`src/rtl/fb_scanout_if.sv`:
```
// Scan-out bundle: start/status, image-memory read port and pixel stream.
// The master side is the scan-out engine; the slave side is the memory plus sink.
interface fb_scanout_if;
   logic        start;
   logic [19:0] fb_base;
   logic        busy;
   logic [19:0] IM_A;
   logic        IM_WEN;
   logic [23:0] IM_Q;
   logic [23:0] PX_D;
   logic        PX_VALID;
   logic        PX_READY;
   logic        PX_SOF;
   logic        PX_EOL;
   logic        PX_EOF;

   modport master (
      input  start, fb_base, IM_Q, PX_READY,
      output busy, IM_A, IM_WEN, PX_D, PX_VALID, PX_SOF, PX_EOL, PX_EOF
   );

   modport slave (
      output start, fb_base, IM_Q, PX_READY,
      input  busy, IM_A, IM_WEN, PX_D, PX_VALID, PX_SOF, PX_EOL, PX_EOF
   );
endinterface

```
`src/rtl/fb_scanout.sv`:
```
// Framebuffer scan-out: raster-order reads from image memory, one per pixel, streamed
// through a small FIFO as RGB pixels tagged with start-of-frame/end-of-line/end-of-frame.
module fb_scanout #(
   parameter int unsigned WIDTH      = 256,
   parameter int unsigned HEIGHT     = 256,
   parameter int unsigned FIFO_DEPTH = 4
) (
   input logic          clk,
   input logic          reset,
   fb_scanout_if.master scan_io
);
   localparam int unsigned XW = $clog2(WIDTH);
   localparam int unsigned YW = (HEIGHT > 1) ? $clog2(HEIGHT) : 1;
   localparam int unsigned AW = $clog2(FIFO_DEPTH);
   localparam int unsigned CW = AW + 1;
   localparam logic [XW-1:0] XMax   = XW'(WIDTH - 1);
   localparam logic [YW-1:0] YMax   = YW'(HEIGHT - 1);
   localparam logic [CW:0]   DepthC = (CW + 1)'(FIFO_DEPTH);

   typedef enum logic [1:0] {StIdle, StFetch, StDrain} state_e;

   typedef struct packed {
      logic sof;
      logic eol;
      logic eof;
   } flags_t;

   typedef struct packed {
      logic [23:0] d;
      flags_t      f;
   } entry_t;

   state_e        state_q, state_d;
   logic [19:0]   base_q, base_d;
   logic [XW-1:0] x_q, x_d;
   logic [YW-1:0] y_q, y_d;
   logic [19:0]   im_a_q, im_a_d;
   logic          a_vld_q, a_vld_d;   // address on IM_A this cycle
   flags_t        a_flg_q, a_flg_d;
   logic          q_vld_q;            // IM_Q carries read data this cycle
   flags_t        q_flg_q;

   entry_t        fifo_q [FIFO_DEPTH];
   logic [AW-1:0] wr_ptr_q, rd_ptr_q;
   logic [CW-1:0] count_q;

   logic          issue, room, push, pop, last;
   logic [19:0]   ib;
   logic [XW-1:0] ix;
   logic [YW-1:0] iy;
   logic [CW:0]   occ;
   entry_t        head;

   assign head = fifo_q[rd_ptr_q];
   assign push = q_vld_q;
   assign pop  = (count_q != '0) && scan_io.PX_READY;
   // Both pipeline stages count against free space so the unconditional push never overflows.
   assign occ  = {1'b0, count_q} + {{CW{1'b0}}, a_vld_q} + {{CW{1'b0}}, q_vld_q};
   assign room = occ < DepthC;
   assign last = (ix == XMax) && (iy == YMax);

   always_comb begin
      state_d = state_q;
      base_d  = base_q;
      x_d     = x_q;
      y_d     = y_q;
      im_a_d  = im_a_q;
      a_vld_d = 1'b0;
      a_flg_d = a_flg_q;
      issue   = 1'b0;
      ib      = base_q;
      ix      = x_q;
      iy      = y_q;
      unique case (state_q)
         StIdle: begin
            if (scan_io.start) begin
               issue   = 1'b1;
               ib      = scan_io.fb_base;
               ix      = '0;
               iy      = '0;
               base_d  = scan_io.fb_base;
               state_d = StFetch;
            end
         end
         StFetch: issue = room;
         StDrain: begin
            if (pop && head.f.eof) state_d = StIdle;
         end
         default: state_d = StIdle;
      endcase
      if (issue) begin
         im_a_d      = ib + 20'({iy, ix});
         a_vld_d     = 1'b1;
         a_flg_d.sof = (ix == '0) && (iy == '0);
         a_flg_d.eol = (ix == XMax);
         a_flg_d.eof = last;
         if (ix == XMax) begin
            x_d = '0;
            y_d = iy + 1'b1;
         end else begin
            x_d = ix + 1'b1;
            y_d = iy;
         end
         if (last) state_d = StDrain;
      end
   end

   always_ff @(posedge clk or posedge reset) begin
      if (reset) begin
         state_q  <= StIdle;
         base_q   <= '0;
         x_q      <= '0;
         y_q      <= '0;
         im_a_q   <= '0;
         a_vld_q  <= 1'b0;
         a_flg_q  <= '0;
         q_vld_q  <= 1'b0;
         q_flg_q  <= '0;
         wr_ptr_q <= '0;
         rd_ptr_q <= '0;
         count_q  <= '0;
         for (int unsigned i = 0; i < FIFO_DEPTH; i++) fifo_q[i] <= '0;
      end else begin
         state_q <= state_d;
         base_q  <= base_d;
         x_q     <= x_d;
         y_q     <= y_d;
         im_a_q  <= im_a_d;
         a_vld_q <= a_vld_d;
         a_flg_q <= a_flg_d;
         q_vld_q <= a_vld_q;
         q_flg_q <= a_flg_q;
         if (push) begin
            fifo_q[wr_ptr_q] <= '{d: scan_io.IM_Q, f: q_flg_q};
            wr_ptr_q         <= wr_ptr_q + 1'b1;
         end
         if (pop) rd_ptr_q <= rd_ptr_q + 1'b1;
         unique case ({push, pop})
            2'b10:   count_q <= count_q + 1'b1;
            2'b01:   count_q <= count_q - 1'b1;
            default: count_q <= count_q;
         endcase
      end
   end

   assign scan_io.IM_A     = im_a_q;
   assign scan_io.IM_WEN   = 1'b1;
   assign scan_io.busy     = (state_q != StIdle);
   assign scan_io.PX_VALID = (count_q != '0);
   assign scan_io.PX_D     = head.d;
   assign scan_io.PX_SOF   = head.f.sof;
   assign scan_io.PX_EOL   = head.f.eol;
   assign scan_io.PX_EOF   = head.f.eof;
endmodule

```
`src/flat_wrapper.sv`:
```
// flat-port wrapper written by rule: the top's interface ports become plain ports
module fb_scanout_flat 
#(
   parameter int unsigned WIDTH      = 256,
   parameter int unsigned HEIGHT     = 256,
   parameter int unsigned FIFO_DEPTH = 4
)
  (clk, reset, scan_io_start, scan_io_fb_base, scan_io_IM_Q, scan_io_PX_READY, scan_io_busy, scan_io_IM_A, scan_io_IM_WEN, scan_io_PX_D, scan_io_PX_VALID, scan_io_PX_SOF, scan_io_PX_EOL, scan_io_PX_EOF);
  fb_scanout_if scan_io_i ();
  input logic clk;
  input logic reset;
  input wire logic [$bits(scan_io_i.start)-1:0] scan_io_start;
  input wire logic [$bits(scan_io_i.fb_base)-1:0] scan_io_fb_base;
  input wire logic [$bits(scan_io_i.IM_Q)-1:0] scan_io_IM_Q;
  input wire logic [$bits(scan_io_i.PX_READY)-1:0] scan_io_PX_READY;
  output wire logic [$bits(scan_io_i.busy)-1:0] scan_io_busy;
  output wire logic [$bits(scan_io_i.IM_A)-1:0] scan_io_IM_A;
  output wire logic [$bits(scan_io_i.IM_WEN)-1:0] scan_io_IM_WEN;
  output wire logic [$bits(scan_io_i.PX_D)-1:0] scan_io_PX_D;
  output wire logic [$bits(scan_io_i.PX_VALID)-1:0] scan_io_PX_VALID;
  output wire logic [$bits(scan_io_i.PX_SOF)-1:0] scan_io_PX_SOF;
  output wire logic [$bits(scan_io_i.PX_EOL)-1:0] scan_io_PX_EOL;
  output wire logic [$bits(scan_io_i.PX_EOF)-1:0] scan_io_PX_EOF;
  assign scan_io_i.start = scan_io_start;
  assign scan_io_i.fb_base = scan_io_fb_base;
  assign scan_io_i.IM_Q = scan_io_IM_Q;
  assign scan_io_i.PX_READY = scan_io_PX_READY;
  assign scan_io_busy = scan_io_i.busy;
  assign scan_io_IM_A = scan_io_i.IM_A;
  assign scan_io_IM_WEN = scan_io_i.IM_WEN;
  assign scan_io_PX_D = scan_io_i.PX_D;
  assign scan_io_PX_VALID = scan_io_i.PX_VALID;
  assign scan_io_PX_SOF = scan_io_i.PX_SOF;
  assign scan_io_PX_EOL = scan_io_i.PX_EOL;
  assign scan_io_PX_EOF = scan_io_i.PX_EOF;
  fb_scanout #(.WIDTH(WIDTH), .HEIGHT(HEIGHT), .FIFO_DEPTH(FIFO_DEPTH)) u_core (.clk(clk), .reset(reset), .scan_io(scan_io_i));
endmodule
```
`config.mk`:
```
export PLATFORM = sky130hd
export DESIGN_NAME = fb_scanout_flat
export DESIGN_NICKNAME = d
export VERILOG_FILES = /design/src/rtl/fb_scanout_if.sv /design/src/rtl/fb_scanout.sv /design/src/flat_wrapper.sv
export SDC_FILE = /design/constraint.sdc
export NUM_CORES = 1
export LEC_CHECK = 0
export ABC_AREA = 0
export BUFFER_PORTS_ARGS = -buffer_cell sky130_fd_sc_hd__buf_2
export CORE_MARGIN = 4
export CORE_UTILIZATION = 45
export DETAILED_ROUTE_END_ITERATION = 8
export PLACE_DENSITY = 0.74
export SYNTH_ARGS = -nofsm -noshare
export SYNTH_HDL_FRONTEND = slang
export SYNTH_SLANG_ARGS = --single-unit
```
`constraint.sdc`:
```
create_clock -name clk -period 7.2 [get_ports clk]
set_clock_uncertainty 0.15 [all_clocks]
set_input_delay 0.72 -clock clk [delete_from_list [all_inputs] [get_ports clk]]
set_output_delay 0.72 -clock clk [all_outputs]
set_load 0.005 [all_outputs]
```
Word level (Yosys, flattened, before mapping):

Index checks and enable logic that the tools add are counted.

* output and inout bits: 50
* input bits: 48
* word-level logic and storage cells: 87
* memories: 0
* ROM bits: 0
* bits in latches: 0
* memory bits (writable): 0
* flip-flop bits (word level): 181

* multiply operators: 0
* add/subtract/negate cells: 9
* shift operators: 0
* mux-type cells: 23
* bitwise operators: 2
* magnitude comparators: 4
* divide/modulo/power cells: 0
* reduce and logical (&&, ||, !) cells: 11
* equal/unequal tests: 6

Operators with widths (number)
* $bwmux W108: 1
* $mux W27: 3
* $bmux W27 S2: 1
* $demux W27 S2: 1
* $mux W8: 6
* $mux W20: 2
* $add A20 B16 Y20: 1
* $add A8 B1 Y8 const B: 2
* $eq A8 B8 Y1 const B: 2
* $logic_not A8 Y1: 2
* $mux W2: 4
* $ge A3 B3 Y1 const B: 2
* $not A2 Y3: 2
* $pmux W2 S3: 1
* $pmux W3 S2: 1
* $logic_and A1 B1 Y1: 5
* $add A2 B1 Y2 const B: 2
* $add A3 B1 Y4: 1
* $add A4 B1 Y4: 1
* $eq A2 B1 Y1 const B: 2
* $eq A2 B2 Y1 const B: 2
* $lt A4 B3 Y1 const B: 1
* $reduce_bool A2 Y1: 2
* $add A3 B1 Y3 const B: 1
* 6 further kinds: 7

Depth between registers and ports, before layout:

Gate-level depths: netlist of the first run.

* depth after elaboration: 9
* mapped depth: 16
* gate-level depth less buffers: 12

Least setup slack after synthesis of the first run:

No wires, ideal clock.

* path kind: input port to flip-flop
* start: in scan_io_start
* end: reg u_core.im_a_q[13] (netlist: u_core.scan_io.IM_A[13])
* buffers on the path: 4
* library setup time: 131 ps
* required time: 6919 ps
* path slack: 3365 ps
* stages: 14
* data arrival time: 3554 ps
* path through: or3b_1 -> buf_2 -> clkbuf_1 -> clkbuf_1 -> clkbuf_1 -> nand2_1 -> nand2_1 -> ha_1 -> a21o_1 -> a21oi_1 -> a21oi_1 -> o41ai_1 -> nor4b_1 -> or3_1

* longest elaborated chain between the ends: 3
* elaborated cells on any way between the ends: 9
* classes of those cells: add/sub: 1; mux: 8

Ends and longest elaborated chain
* start, declared: RTL line flat_wrapper.sv:12 `input wire logic [$bits(scan_io_i.start)-1:0] scan_io_start;`
* $mux W20 or $mux W8 (tied branches): RTL line fb_scanout.sv:76 `if (scan_io.start) begin`
* $mux W20 or $mux W8 (tied branches): RTL line fb_scanout.sv:74 `unique case (state_q)`
* $add A20 B16 Y20: RTL line fb_scanout.sv:92 `im_a_d = ib + 20'({iy, ix});`
* end signal, assigned: RTL line fb_scanout.sv:128 `im_a_q <= im_a_d;`
* end, declared: RTL line fb_scanout.sv:37 `logic [19:0] im_a_q, im_a_d;`

Several ways; a longest one is shown, not always the timed one.
A chain may end at the register's enable or synchronous reset.

Worst setup path after layout of the first run:

* start: reg u_core.state_q[1]
* end: reg u_core.im_a_q[13] (netlist: u_core.scan_io.IM_A[13])

* longest elaborated chain between the ends: 3
* elaborated cells on any way between the ends: 7
* classes of those cells: add/sub: 1; eq/ne: 1; mux: 4; reduce/logical: 1

Ends and longest elaborated chain
* start, declared: RTL line fb_scanout.sv:33 `state_e state_q, state_d;`
* start signal, assigned: RTL line fb_scanout.sv:110 `state_q <= StIdle;`
* start signal, assigned: RTL line fb_scanout.sv:124 `state_q <= state_d;`
* $logic_not A2 Y1: RTL line fb_scanout.sv:74
* $mux W20 or $mux W8 (tied branches): RTL line fb_scanout.sv:74
* $add A20 B16 Y20: RTL line fb_scanout.sv:92

Several ways; a longest one is shown, not always the timed one.

==> summary.md, run 1 <==
| Metric | Value |
|---|---|
| Status | finished, final reports clean |
| Max Slew Vio Count | 0 |
| Worst-path cell chain | or3b_1 > buf_4 > nand2_1 > nand2_1 > ha_1 > a21o_1 > a21oi_1 > a21oi_1 > o41ai_1 > nor4b_1 > or3_1 |
| FF-to-FF setup slack | 3.62 ns |
| Share of layout cells above drive strength 1 | 35.1% |
| Cell Area, Synth | 8690 µm² |
| PD cells | 417 nW/µm² |
| Yosys top cell by area | dfrtp_1 |
| Area grow syn2layout | 15.2% |
| Syn_nets | 779 |
| CTS max path bufs | 2 |
| Synth unique cells | 62 |
| Cell depth of the worst flop-to-flop path | 11 |
| Core ar. | 18800 µm² |
| First-pass GRT wire length | 29900 µm |
| HP Start | u_core.a_flg_q[1]$_DFFE_PP0P_ |
| Crit-path max cell delay | 0.46 ns |
| CTS hold repair buffers | 0 |
| CTS Root Cell | clkbuf_16 |
| Adder-cell area share of the yosys netlist | between 4 and 5% |
| TNS Setup | 0 ns |
| Worst EP arrival | 3.73 ns |
| Worst-path fanout max | 42 |
| Synthesized flop and latch total | between 150 and 200 |
| Pin count of the biggest net entering global routing | 99 |
| Clock sinks | between 150 and 200 |
| TritonCTS Buffers | 17 |
| Synth Area in Simple Gates | 10.7% |
| Post-synth EDFFs | 0 |
| Yosys top cell area share | 52.1% |
| Upper clock frequency limit | ~280 MHz |
| Worst-path cell with the longest stage delay | o41ai_1 |
| Worst path top cell family by delay | compound AO/OA/AOI/OAI gates |
| HPWL Detailed | 11600 µm |
| Vias | 5588 |
| Main combinational cell family by area after synthesis | multiplexers |
| Clk_lat worst skew | 0.43 ns |
| Critical Path Start Type | flop |
| # nets final | 871 |
| WS Path Type | flop to flop |
| Sequential area share after synthesis | 52.1% |
| Setup violators final | 0 |
| # diodes | 0 |
| Total power draw | roughly 4.2 mW |
| Top-count cell post-synth | dfrtp_1 |
| # DRC | 0 |
| Mapped Avg Cell Area | roughly 12 µm² |
| Async set-reset flop share out of synthesis | 100% |
| Max-capacitance violation count | 0 |
| Total global-route track usage | 17.0% |
| P_leak | approximately 4.7 nW |
| Post-synth top cells | dfrtp_1 (181), mux2_2 (109), nand2_1 (99) |
| Grt ovf | 0 |
| Setup crit end kind | flop |
| Synth warn | 0 |
| Post-Synth XOR/XNOR Area | 2.82% |
| Clk slew on worst S/H paths | roughly 0.07 ns |
| Tcrit/Tclk final | 49.7% |
| Max VDD drop | 0.182 mV |
| H-tree levels | 4 |
| Drt wl/cell | about 17 µm |
| Reg2Reg Launch Point | u_core.state_q[1]$_DFF_PP0_ |
| Initial Utilization | 46.1% |
| DR pass1 iterations | 5 |
| Fill count | 1564 |
| RSZ-0062 raised after global routing | false |
| Final hold viol count | 0 |
| Measured slew at the worst slew-check pin | 1.08 ns |
| I/O Buffers | 96 |
| I/O pins | 98 |
| CP bufs+invs | 1 |
| Gpl congestion | approximately 0.84 |
| Post_cts resized | 0 |
| Worst min path class | flop to flop |
| Initial antenna violation count | 0 |
| Max-slew headroom | 28.3% |
| DR iter-0 viols | roughly 230 |
| Fin util | 53.1% |
| Hold path cells | 0 |
| WL final | 17700 µm |
| Setup Buffers After CTS | 0 |
| Fin crit period | around 3.6 ns |
| Largest cells by area after synthesis | dfrtp_1 (52%), mux2_2 (14%), mux4_2 (7.0%), nand2_1 (4.3%), ha_1 (3.7%) |
| Synth Area in Compound Gates | 6.01% |
| Die Width | around 150 µm |
| Row cnt | 50 |
| ANT nets after route | 0 |
| Min-Delay Endpoint | u_core.q_flg_q[1]$_DFF_PP0_ |
| RR Endpoint | u_core.scan_io.IM_A[13]$_DFFE_PP0P_ |
| DIE AREA | 21600 µm² |
| Vias in the first global route | just under 6000 |
| Required time of the critical path | around 7.4 ns |
| CTS tree | done |
| Mapped Cells | approximately 700 |
| Vias/cell | 5.24 |
| Die H | between 100 and 150 µm |
| Post-synthesis mux area share | around 22% |
| Main flop type after synthesis | dfrtp_1 |
[power breakdown]
group	switching (mW)	internal, mW
Sequential	0.262	1.42
Combinational	0.693	0.871
Clock	0.412	0.518
[cells by family after synthesis]
group                      after synthesis
and+or+nand+nor                        192
DFF                                    181
xor gates and xnor gates                28
buffers and inverters                   54
muxes                                  140
other                                    1
adders and majority gates               28
AOI/OAI and AO/OA                       79
[metal layers]
| layer | vias to the layer above | wire length (µm) | track usage [%] |
|---|---|---|---|
| met1 | 2743 | 8160 | 23.1 |
| met3 | 12 | 796 | 4.41 |
| met2 | 143 | 8600 | 28.3 |
| met5 | - | 0 | 0 |
| met4 | 0 | 123 | 2.89 |
| li1 | 2690 | - | - |
[worst reg2reg max path: stages, from the launching register on]
cell     delay, ns
dfrtp_1       0.45
or3b_1        0.39
buf_4         0.26
nand2_1       0.12
nand2_1       0.08
ha_1          0.38
a21o_1        0.20
a21oi_1       0.35
a21oi_1       0.16
o41ai_1       0.46
nor4b_1       0.09
or3_1         0.37
[area by class of cell]
| type | instances | area, µm² | share of cell area, % |
|---|---|---|---|
| well taps | 260 | 325 | 3.25 |
| clock buffers | 18 | 429 | 4.29 |
| clock inverters | 12 | 148 | 1.48 |
| repair buffers | 105 | 548 | 5.48 |
| inverters | 22 | 87.6 | 0.875 |
| flip-flops and latches | 181 | 4530 | 45.3 |
| multi-input cells | 468 | 3940 | 39.4 |
[how the worst max path moves through the flow]
| stage | slack, ns | cells past startpoint | start | to |
|---|---|---|---|---|
| after global routing | 3.46 | 11 | u_core.state_q[1]$_DFF_PP0_ | u_core.scan_io.IM_A[13]$_DFFE_PP0P_ |
| after CTS | 3.75 | 10 | u_core.state_q[1]$_DFF_PP0_ | u_core.scan_io.IM_A[13]$_DFFE_PP0P_ |
| after global placement | 3.46 | 12 | scan_io_start | u_core.scan_io.IM_A[13]$_DFFE_PP0P_ |
| after detailed placement | 3.44 | 11 | scan_io_start | u_core.scan_io.IM_A[13]$_DFFE_PP0P_ |
| after floorplan | 1.41 | 1 | reset | u_core.a_flg_q[0]$_DFFE_PP0P_ |
| final | 3.62 | 11 | u_core.state_q[1]$_DFF_PP0_ | u_core.scan_io.IM_A[13]$_DFFE_PP0P_ |
[through the flow]
step	setup slack (ns)	hold WS [ns]	instance area [µm²]	std cells
CTS	3.75	0.232	10000	1066
global route	3.46	0.246	10000	1066
floorplan	1.41	0.204	8690	703
detailed placement	3.44	0.215	9430	1036
global placement	3.46	0.210	9430	1036
finish	3.62	0.228	10000	1066
[sequential cells by signal (all words and copies together) (netlist names), 2 cells and up]
signal and cells:
u_core.fifo_q 108, u_core.base_q 20, u_core.scan_io.IM_A 20, u_core.x_q 8, u_core.y_q 8, u_core.a_flg_q 3, u_core.count_q 3, u_core.q_flg_q 3
u_core.rd_ptr_q 2, u_core.state_q 2, u_core.wr_ptr_q 2
[cell usage in the layout, fill, tap and decap left out, types with 14 or more instances in the layout]
| master | synthesis | layout |
|---|---|---|
| and2_1 | 14 | 14 |
| mux4_2 | 27 | 27 |
| nor2_1 | 23 | 23 |
| buf_2 | 10 | 96 |
| inv_1 | 22 | 21 |
| dfrtp_1 | 181 | 180 |
| mux2_2 | 109 | 109 |
| xor2_1 | 15 | 15 |
| ha_1 | 26 | 26 |
| o21ai_0 | 18 | 18 |
| clkbuf_16 | 0 | 17 |
| a21oi_1 | 23 | 23 |
| nand2_1 | 99 | 99 |
No activity file was read; power rests on OpenSTA's default activity.
==> run 2, diff against run 1 <==
--- a/config.mk
+++ b/config.mk
@@ -5,7 +5,7 @@
 export SDC_FILE = /design/constraint.sdc
 export NUM_CORES = 1
 export LEC_CHECK = 0
-export ABC_AREA = 0
+export ABC_AREA = 1
 export BUFFER_PORTS_ARGS = -buffer_cell sky130_fd_sc_hd__buf_2
 export CORE_MARGIN = 4
 export CORE_UTILIZATION = 45
==> constraint.sdc (replaced) <==
create_clock -name clk -period 3.6 [get_ports clk]
set_clock_uncertainty 0.15 [all_clocks]
set_input_delay 0.36 -clock clk [delete_from_list [all_inputs] [get_ports clk]]
set_output_delay 0.36 -clock clk [all_outputs]
set_load 0.005 [all_outputs]
==> summary.md, run 2 <==
| Metric | Value |
|---|---|
| First-pass GRT wire length | 33700 µm (+13%) |
| Mapped Cells | 1036 (+47%) |
| DR iter-0 viols | 452 (+95%) |
| Post-synthesis mux area share | 0% (-22 points) |
| DR pass1 iterations | 5 (unchanged) |
| Worst-path fanout max | 21 (-50%) |
| Die H | 147 µm (+0.20%) |
| HP Start | scan_io_fb_base[15] |
| # diodes | 0 (unchanged) |
| Reg2Reg Launch Point | u_core.state_q[1]$_DFF_PP0_ |
| Syn_nets | 1112 (+43%) |
| Clock power share | 21.4% (-0.9 points) |
| CTS hold repair buffers | 1 (+1) |
| Gpl congestion | 0.879 (+4.0%) |
| Area grow syn2layout | 15.2% (about the same) |
| Mapped Avg Cell Area | 8.42 µm² (-32%) |
| Worst EP arrival | 3.30 ns (-0.43 ns) |
| Setup crit end kind | flop |
| Yosys top cell area share | 51.9% (-0.22 points) |
| Cell Area, Synth | 8720 µm² (+0.43%) |
| P_leak | 5.07 nW (+7.9%) |
| Largest reg by FF count | u_core.fifo_q |
| Critical Path Start Type | flop |
| Clock sinks | 181 (unchanged) |
| Post-synth top cells | nand2_1 (263), o21ai_0 (194), dfrtp_1 (181) |
| Clk_lat worst skew | 0.42 ns (about the same) |
| Die Width | 147 µm (+0.20%) |
| Max-capacitance violation count | 0 (unchanged) |
| Main flop type after synthesis | dfrtp_1 |
| Synth warn | 0 (unchanged) |
| Cell depth of the worst flop-to-flop path | 14 (+3) |
| Vias | 7175 (+28%) |
| Top-count cell post-synth | nand2_1 |
| PD cells | 857 nW/µm² (+110%) |
| Internal Power | 5.23 mW (+86%) |
| DIE AREA | 21700 µm² (+0.41%) |
| Synth unique cells | 44 (-29%) |
| Upper clock frequency limit | 321 MHz (+15%) |
| # nets final | 1194 (+37%) |
| Setup Buffers After CTS | 0 (unchanged) |
| ANT nets after route | 0 (unchanged) |
| Final hold viol count | 0 (unchanged) |
| Measured slew at the worst slew-check pin | 0.912 ns (-0.164 ns) |
| Pin count of the biggest net entering global routing | 56 (-43%) |
| Vias in the first global route | 6863 (+17%) |
| Max reg flops | 108 (unchanged) |
| TNS Setup | 0 ns (unchanged) |
| Worst min path class | primary input to flop |
| Logic pwr share | 40.5% (+3.0 points) |
| Post-Synth XOR/XNOR Area | 1.81% (-1.0 points) |
| Hold path cells | 3 (+3) |
| Row cnt | 50 (unchanged) |
| I/O pins | 98 (unchanged) |
| Total global-route track usage | 18.8% (+1.8 points) |
| Synthesized flop and latch total | 181 (unchanged) |
| Sequential area share after synthesis | 51.9% (-0.22 points) |
| CTS tree | done |
| Most common cell after layout, fill and taps aside | nand2_1 |
| Yosys top cell by area | dfrtp_1 |
| Adder-cell area share of the yosys netlist | 4.19% (-0.018 points) |
| # DRC | 0 (unchanged) |
| RR Endpoint | u_core.scan_io.IM_A[13]$_DFFE_PP0P_ |
| Post_cts resized | 0 (unchanged) |
| Final setup margin | 0.485 ns (-3.14 ns) |
| Share of layout cells above drive strength 1 | 15.3% (-20 points) |
| I/O Buffers | 96 (unchanged) |
| Min-Delay Endpoint | u_core.base_q[15]$_DFF_PP0_ |
| Synth Area in Simple Gates | 20.2% (+9.5 points) |
| RSZ-0062 raised after global routing | false |
| Initial Utilization | 46.2% (about the same) |
| Max-slew headroom | 39.0% (+11 points) |
| Status | finished, final reports clean |
| FF-to-FF setup slack | 0.49 ns (-3.14 ns) |
| Max Slew Vio Count | 0 (unchanged) |
| TritonCTS Buffers | 17 (unchanged) |
| Async set-reset flop share out of synthesis | 100% (unchanged) |
| WL final | 20100 µm (+13%) |
| Vias/cell | 5.16 (-1.5%) |
| Setup violators final | 0 (unchanged) |
| Fill count | 1792 (+15%) |
| Most frequent cells in the layout | nand2_1 (262), o21ai_0 (194), dfrtp_1 (180) |
| Initial antenna violation count | 0 (unchanged) |
| Fin crit period | 3.11 ns (-0.463 ns) |
| Worst slack, placed | 0.463 ns (-2.98 ns) |
| Tcrit/Tclk final | 86.5% (+37 points) |
| Sw power | 3.38 mW (+150%) |
| Switch share | 39.3% (+6.6 points) |
| Post-synth EDFFs | 0 (unchanged) |
| Clk slew on worst S/H paths | 0.07 ns (about the same) |
| Max VDD drop | 0.437 mV (+140%) |
| HPWL Detailed | 13500 µm (+16%) |
| Grt ovf | 0 (unchanged) |
| Core ar. | 18900 µm² (+0.33%) |
| Sequential Power Share | 38.1% (-2.2 points) |
| Largest cells by area after synthesis | dfrtp_1 (52%), nand2_1 (11%), o21ai_0 (11%), nor2_1 (3.9%), ha_1 (3.7%) |
| Main combinational cell family by area after synthesis | simple AND/OR/NAND/NOR gates |
| H-tree levels | 4 (unchanged) |
| CTS Root Cell | clkbuf_16 |
| Drt wl/cell | 14.4 µm (-13%) |
| CTS max path bufs | 2 (unchanged) |
| Required time of the critical path | 3.78 ns (-3.57 ns) |
| WS Path Type | flop to flop |
| Synth Area in Compound Gates | 15.9% (+9.9 points) |
## run 2: cell types whose count changed in the layout (fill, tap and decap cells not counted), moves of 9 or more
cell / previous run / this run
and2_1: 14 / 0
inv_1: 21 / 73
mux2_2: 109 / 0
mux4_2: 27 / 0
nand2_1: 99 / 262
nand3_1: 13 / 28
nor2_1: 23 / 91
o21ai_0: 18 / 194
o22ai_1: 2 / 30
xnor2_1: 13 / 4
## run 2: layout make-up
| type | instances | area (µm²) | share of cell area (%) |
|---|---|---|---|
| Tap cell | 260 | 325 | 3.24 |
| Timing Repair Buffer | 112 | 616 | 6.13 |
| Clock buffer | 19 | 443 | 4.41 |
| Sequential cell | 181 | 4530 | 45.1 |
| Clock inverter | 12 | 145 | 1.44 |
| Inverter | 82 | 312 | 3.10 |
| Multi-Input combinational cell | 724 | 3670 | 36.6 |
## run 2: worst max-delay path by stage
stage	end	slack [ns]	from	depth (start not counted)
floorplan	u_core.scan_io.IM_A[18]$_DFFE_PP0P_	0.38	u_core.state_q[1]$_DFF_PP0_	22
global placement	u_core.scan_io.IM_A[18]$_DFFE_PP0P_	0.56	scan_io_start	19
detailed placement	u_core.scan_io.IM_A[18]$_DFFE_PP0P_	0.46	scan_io_start	19
CTS	u_core.scan_io.IM_A[18]$_DFFE_PP0P_	0.47	u_core.state_q[1]$_DFF_PP0_	20
global route	u_core.scan_io.IM_A[18]$_DFFE_PP0P_	0.17	u_core.state_q[1]$_DFF_PP0_	20
finish	u_core.scan_io.IM_A[13]$_DFFE_PP0P_	0.49	u_core.state_q[1]$_DFF_PP0_	14
## run 2: layer usage
metal	share of wire, %	up-vias	routed length [µm]	GRT usage [%]
met4	0.72	0	144	3.54
met5	0	-	0	0
met3	5.9	14	1180	4.04
met2	47	210	9480	31.3
li1	-	3567	-	-
met1	46	3384	9250	25.8
## run 2: power groups by stage
stage / Combinational (mW) / Clock (mW) / Sequential, mW
2_1_floorplan: 2.41 / 0 / 3.21
3_3_place_gp: 3.42 / 0 / 3.27
3_5_place_dp: 3.49 / 0 / 3.30
4_1_cts: 3.52 / 1.89 / 3.27
5_1_grt: 3.96 / 1.99 / 3.37
6_report: 3.49 / 1.85 / 3.28
## run 2: cells by family after synthesis
kind of cell	Yosys count
buffers and inverters	131
other	1
adders and majority gates	28
xor gates and xnor gates	18
and+or+nand+nor	415
AOI/OAI and AO/OA	262
DFF	181
## run 2: per-stage QoR
step	total power [mW]	instance area (µm²)	std cells	util (%)	hold WS [ns]
after floorplan	5.62	8730	1036	-	0.204
after global placement	6.69	9450	1358	50.0	0.209
after detailed placement	6.79	9450	1358	50.0	0.220
after CTS	8.69	10000	1390	53.2	0.00621
after global routing	9.33	10000	1390	53.2	0.0280
final	8.61	10000	1390	53.2	0.0309
## run 2: critical path: stages (launching register included)
cell and delay [ns]:
dfrtp_1 0.42, nor2_2 0.18, nand2_4 0.17, inv_2 0.16, buf_4 0.24, nor2_1 0.13, ha_1 0.39, nand2_1 0.11
nor2_1 0.16, nand4_1 0.10, o21ai_0 0.33, a21oi_1 0.15, nand2_1 0.08, nand2_1 0.04, o21ai_0 0.19
